[config.mk]
export PLATFORM = sky130hd
export DESIGN_NAME = sort_ctrl_flat
export DESIGN_NICKNAME = d
export VERILOG_FILES = /design/src/rtl/sort_ctrl_if.sv /design/src/rtl/sort_ctrl.sv /design/src/flat_wrapper.sv
export SDC_FILE = /design/constraint.sdc
export NUM_CORES = 1
export LEC_CHECK = 0
export ABC_CLOCK_PERIOD_IN_PS = 1600
export BUFFER_PORTS_ARGS = -buffer_cell sky130_fd_sc_hd__buf_4
export CORE_ASPECT_RATIO = 1.2
export CORE_MARGIN = 4
export CORE_UTILIZATION = 41
export DETAILED_ROUTE_END_ITERATION = 10
export PLACE_DENSITY = 0.88
export SLEW_MARGIN = 20
export SYNTH_ARGS = -nofsm -noshare
export SYNTH_HDL_FRONTEND = slang
export SYNTH_SLANG_ARGS = --single-unit
[constraint.sdc]
create_clock -name clk -period 1.6 [get_ports clk]
set_clock_uncertainty 0.05 [all_clocks]
set_input_delay 0.32 -clock clk [delete_from_list [all_inputs] [get_ports clk]]
set_output_delay 0.32 -clock clk [all_outputs]
set_load 0.05 [all_outputs]
[src/rtl/sort_ctrl_if.sv]
// sort_ctrl_if: upstream stream, array control/readout and downstream stream of the sort controller.
// master = controller side, slave = surrounding source/array/consumer side.
interface sort_ctrl_if #(
    parameter int DATA_W = 32,
    parameter int CNT_W  = 4
);
    logic [DATA_W-1:0] in_data;
    logic              in_valid;
    logic              in_last;
    logic              in_ready;
    logic              arr_clr;
    logic              arr_en;
    logic [DATA_W-1:0] arr_new_data;
    logic [CNT_W-1:0]  arr_rd_idx;
    logic [DATA_W-1:0] arr_rd_data;
    logic [DATA_W-1:0] out_data;
    logic              out_valid;
    logic              out_last;
    logic              out_ready;
    logic              busy;
    logic [CNT_W-1:0]  count;
    logic              overflow;

    modport master (
        input  in_data, in_valid, in_last, arr_rd_data, out_ready,
        output in_ready, arr_clr, arr_en, arr_new_data, arr_rd_idx,
               out_data, out_valid, out_last, busy, count, overflow
    );

    modport slave (
        output in_data, in_valid, in_last, arr_rd_data, out_ready,
        input  in_ready, arr_clr, arr_en, arr_new_data, arr_rd_idx,
               out_data, out_valid, out_last, busy, count, overflow
    );
endinterface

[src/rtl/sort_ctrl.sv]
// sort_ctrl: clears the sorting-cell array, loads one batch, waits for the ripple to settle,
// then drains the cells in index order onto a valid/ready stream.
module sort_ctrl #(
    parameter int DATA_W     = 32,
    parameter int DEPTH      = 8,
    parameter int CNT_W      = 4,
    parameter int SETTLE_CYC = 2
) (
    input logic        clk,
    input logic        rst,
    sort_ctrl_if.master bus
);
    localparam logic [2:0] S_IDLE   = 3'd0;
    localparam logic [2:0] S_CLEAR  = 3'd1;
    localparam logic [2:0] S_LOAD   = 3'd2;
    localparam logic [2:0] S_SETTLE = 3'd3;
    localparam logic [2:0] S_DRAIN  = 3'd4;
    localparam int SW = $clog2(SETTLE_CYC + 1);

    logic [2:0]        r_state;
    logic              r_arr_en;
    logic [DATA_W-1:0] r_new_data;
    logic [CNT_W-1:0]  r_idx;
    logic [CNT_W-1:0]  r_cnt;
    logic              r_ovf;
    logic [SW-1:0]     r_set;
    logic              w_in_hs;
    logic              w_full;
    logic              w_last;

    assign w_in_hs = (r_state == S_LOAD) && bus.in_valid;
    assign w_full  = r_cnt == CNT_W'(DEPTH - 1);
    assign w_last  = (r_state == S_DRAIN) && (r_idx == r_cnt - 1'b1);

    always_ff @(posedge clk) begin
        if (rst) begin
            r_state    <= S_IDLE;
            r_arr_en   <= 1'b0;
            r_new_data <= '0;
            r_idx      <= '0;
            r_cnt      <= '0;
            r_ovf      <= 1'b0;
            r_set      <= '0;
        end else begin
            r_arr_en <= w_in_hs;
            case (r_state)
                S_IDLE: if (bus.in_valid) r_state <= S_CLEAR;
                S_CLEAR: begin
                    r_cnt   <= '0;
                    r_ovf   <= 1'b0;
                    r_idx   <= '0;
                    r_state <= S_LOAD;
                end
                S_LOAD: if (w_in_hs) begin
                    r_new_data <= bus.in_data;
                    r_cnt      <= r_cnt + 1'b1;
                    if (bus.in_last || w_full) begin
                        r_state <= S_SETTLE;
                        r_set   <= '0;
                    end
                    if (w_full && !bus.in_last) r_ovf <= 1'b1;
                end
                // settle window starts on the cycle of the final insert pulse
                S_SETTLE: if (r_set == SW'(SETTLE_CYC - 1)) begin
                    r_state <= S_DRAIN;
                    r_idx   <= '0;
                end else begin
                    r_set <= r_set + 1'b1;
                end
                S_DRAIN: if (bus.out_ready) begin
                    r_idx <= r_idx + 1'b1;
                    if (w_last) r_state <= S_IDLE;
                end
                default: r_state <= S_IDLE;
            endcase
        end
    end

    assign bus.in_ready     = r_state == S_LOAD;
    assign bus.arr_clr      = r_state == S_CLEAR;
    assign bus.arr_en       = r_arr_en;
    assign bus.arr_new_data = r_new_data;
    assign bus.arr_rd_idx   = r_idx;
    assign bus.out_data     = bus.arr_rd_data;
    assign bus.out_valid    = r_state == S_DRAIN;
    assign bus.out_last     = w_last;
    assign bus.busy         = r_state != S_IDLE;
    assign bus.count        = r_cnt;
    assign bus.overflow     = r_ovf;
endmodule
[src/flat_wrapper.sv]
// flat-port wrapper written by rule: the top's interface ports become plain ports
module sort_ctrl_flat 
#(
    parameter int DATA_W     = 32,
    parameter int DEPTH      = 8,
    parameter int CNT_W      = 4,
    parameter int SETTLE_CYC = 2
)
  (clk, rst, bus_in_data, bus_in_valid, bus_in_last, bus_arr_rd_data, bus_out_ready, bus_in_ready, bus_arr_clr, bus_arr_en, bus_arr_new_data, bus_arr_rd_idx, bus_out_data, bus_out_valid, bus_out_last, bus_busy, bus_count, bus_overflow);
  sort_ctrl_if #(.DATA_W(DATA_W), .CNT_W(CNT_W)) bus_i ();
  input logic clk;
  input logic rst;
  input wire logic [$bits(bus_i.in_data)-1:0] bus_in_data;
  input wire logic [$bits(bus_i.in_valid)-1:0] bus_in_valid;
  input wire logic [$bits(bus_i.in_last)-1:0] bus_in_last;
  input wire logic [$bits(bus_i.arr_rd_data)-1:0] bus_arr_rd_data;
  input wire logic [$bits(bus_i.out_ready)-1:0] bus_out_ready;
  output wire logic [$bits(bus_i.in_ready)-1:0] bus_in_ready;
  output wire logic [$bits(bus_i.arr_clr)-1:0] bus_arr_clr;
  output wire logic [$bits(bus_i.arr_en)-1:0] bus_arr_en;
  output wire logic [$bits(bus_i.arr_new_data)-1:0] bus_arr_new_data;
  output wire logic [$bits(bus_i.arr_rd_idx)-1:0] bus_arr_rd_idx;
  output wire logic [$bits(bus_i.out_data)-1:0] bus_out_data;
  output wire logic [$bits(bus_i.out_valid)-1:0] bus_out_valid;
  output wire logic [$bits(bus_i.out_last)-1:0] bus_out_last;
  output wire logic [$bits(bus_i.busy)-1:0] bus_busy;
  output wire logic [$bits(bus_i.count)-1:0] bus_count;
  output wire logic [$bits(bus_i.overflow)-1:0] bus_overflow;
  assign bus_i.in_data = bus_in_data;
  assign bus_i.in_valid = bus_in_valid;
  assign bus_i.in_last = bus_in_last;
  assign bus_i.arr_rd_data = bus_arr_rd_data;
  assign bus_i.out_ready = bus_out_ready;
  assign bus_in_ready = bus_i.in_ready;
  assign bus_arr_clr = bus_i.arr_clr;
  assign bus_arr_en = bus_i.arr_en;
  assign bus_arr_new_data = bus_i.arr_new_data;
  assign bus_arr_rd_idx = bus_i.arr_rd_idx;
  assign bus_out_data = bus_i.out_data;
  assign bus_out_valid = bus_i.out_valid;
  assign bus_out_last = bus_i.out_last;
  assign bus_busy = bus_i.busy;
  assign bus_count = bus_i.count;
  assign bus_overflow = bus_i.overflow;
  sort_ctrl #(.DATA_W(DATA_W), .DEPTH(DEPTH), .CNT_W(CNT_W), .SETTLE_CYC(SETTLE_CYC)) u_core (.clk(clk), .rst(rst), .bus(bus_i));
endmodule
==> out/metrics.yaml <==
reg2reg_to: "u_core.r_set[1]"
post_drt_via_cell_ratio: 5.02
yosys_register_bits: 47
rsz0062_at_grt: "true"
nFillCells: 460
synth_cells: 269
dp_hpwl_um: 4050
total_power_w: 0.00236
core_area_um2: 5040
synthDistinctLibCells: 41
cp-start-kind: "flip-flop"
wl_per_cell_um: 14.1
setup_viol: 1
grt_pass1_wl_um: 8560
ctsHtreeMaxLevel: 2
cts.reportedPaths.clkPinSlew_ns: 0.08
clk_path_buf_depth: 2
dr.max_layer_used: "met4"
final_common_cell: "buf_4"
dr_wl_met3_um: 437
powerDensity_nw_per_um2: 783
fmax_mhz: 527
final_cell_mix: "buf_4 (99), nand2_1 (71), dfxtp_1 (39)"
num_rows: 28
power.leakage_nw: 1.30
ys_async_sr_fraction: 0
finalCritPeriodShare: 1.19
yosysSeqAreaShare: 0.432
ff2ff_path_depth: 5
die_w_um: 74.6
worst_slew_pin_slew_ns: 0.328
io_buffer_count: 83
synth_ff_type: "dfxtp_1"
final_util: 0.596
relSlewSlack: 0.782
layout_setup_ws_ns: -0.297
max_cap_violations: 0
ctsHoldBuffers: 0
diodes: 0
track_usage: 0.166
rrSetupSlack_ns: 0.02
whs_endpoint: "u_core.bus.arr_new_data[30]"
wl_met2_um: 3020
globalplace.congestion: 0.839
worstSetupPathType: "reg -> out"
end_kind: "output pin"
drtIter0Drc: 73
hold_class: "in -> reg"
ys_warn_count: 0
route.detailed.drc: 0
fin_crit_ns: 1.90
start_util: 0.432
cts_tree: "done"
placed_cell_area_um2: 2760
firstDrtPassIters: 4
grt_pass1_vias: 1903
multi_input_area_um2: 1010
antenna_found_initial: 0
cts_sinks: 47
die_height_um: 87.9
hold_viol: 0
hold_depth: 3
fin_nets: 411
ant_nets: 0
violations: "negative setup slack"
synth_fp_nets: 342
drv_slew: 0
pin_count: 148
grt_start_max_net_pins: 34
min_from: "bus_in_data[30]"
post-place-ws_ns: -0.0985
vias: 2003
status: "finished with violations"
drt-met1-wl_um: 1980
overflow: 0
dieArea_um2: 6550
r2r-start: "u_core.r_state[2]"
synth_area_um2: 2180
synth-edff-count: 0
ctsRootBufferMaster: "clkbuf_8"
finalSetupTns_ns: -0.297
syn_area_per_cell_um2: 8.10
totalWireLength_um: 5610
fin_area_um2: 3010
drive_gt1_frac: 0.428
cp.arrival_ns: 1.53
cts_buffers: 5
ir_worst_vdd_v: 0.000537
cp_max_fo: 4
crit_required_ns: 1.23
clk_latency_ns: 0.29
seqCellArea_um2: 963
area_growth_pct: 38.0
## where the power goes
group / internal, W / switching, W / total [W]
clock network: 0.000307 / 0.000365 / 0.000672
logic: 0.000197 / 0.000262 / 0.000459
registers: 0.00120 / 0.0000277 / 0.00122
## critical path, cell delays in order, from the launching register on
cell and delay, ns:
dfxtp_4 0.37, inv_2 0.04, ha_4 0.27, xor2_2 0.14, nand3_2 0.11, nor3_4 0.13, buf_6 0.18
## cells in the mapped netlist (2+ instances only)
cell type | instances | area share
nand2_1 | 71 | 0.12
dfxtp_1 | 47 | 0.43
a21oi_1 | 38 | 0.087
buf_4 | 32 | 0.11
nor2_1 | 7 | 0.012
clkbuf_1 | 6 | 0.010
inv_1 | 6 | 0.010
xor2_1 | 5 | 0.020
buf_2 | 4 | 0.0092
ha_1 | 4 | 0.023
nand3_1 | 4 | 0.0092
xnor2_1 | 4 | 0.016
nand2b_1 | 3 | 0.0086
nand4_1 | 3 | 0.0086
o21ai_0 | 3 | 0.0069
or3_1 | 3 | 0.0086
a21boi_1 | 2 | 0.0069
buf_6 | 2 | 0.010
nor3_1 | 2 | 0.0046
o41ai_1 | 2 | 0.0080
## sequential cells by signal, summed over array words and instances, names as in the netlist
register	count
u_core.bus.arr_new_data	32
u_core.bus.overflow	1
u_core.bus.arr_rd_idx	4
u_core.bus.arr_en	1
u_core.r_set	2
u_core.r_state	3
u_core.bus.count	4
## cells by family (layout without fill, tap and decap cells)
kind of cell    Yosys count  in the layout  share of synthesized area
simple gates            105            105                      0.216
compound gates           52             52                      0.139
buf+inv                  52            122                      0.154
flops                    47             47                      0.432
xor+xnor                  9              9                     0.0362
fa+ha+maj                 4              4                     0.0230
## worst max path at each step
stage,from,to
floorplan,u_core.bus.count[0],bus_out_last
global placement,u_core.bus.count[0],bus_out_last
detailed placement,u_core.bus.count[1],bus_out_last
CTS,u_core.bus.count[0],bus_out_last
global route,u_core.bus.count[0],bus_out_last
finish,u_core.bus.count[0],bus_out_last
## layout make-up
cell class                      instances  area share
Timing Repair Buffer                  107       0.282
Tap cell                               60      0.0250
Multi-Input combinational cell        170       0.336
Inverter                                7     0.00957
Clock inverter                          1     0.00166
Sequential cell                        47       0.320
Clock buffer                            7      0.0254
## what timing repair did
item                                    4_1_cts  5_1_grt
pin swaps                                     2        3
endpoints found under the setup margin        6        8
setup buffers                                 0        3
hold endpoints to repair                      0        0
gates resized for setup                      16       19
## stage by stage
step	hold slack (ns)	instances
after floorplan	0.399	269
after global placement	0.393	388
after detailed placement	0.398	388
after CTS	0.210	396
after global routing	0.223	399
final	0.224	399
## metal layers
layer | vias up | GRT usage
met5 | - | 0
met4 | 0 | 0.0890
met3 | 22 | 0.0425
met2 | 76 | 0.298
met1 | 919 | 0.174
li1 | 986 | -
Power figures use the tool's default switching activity.
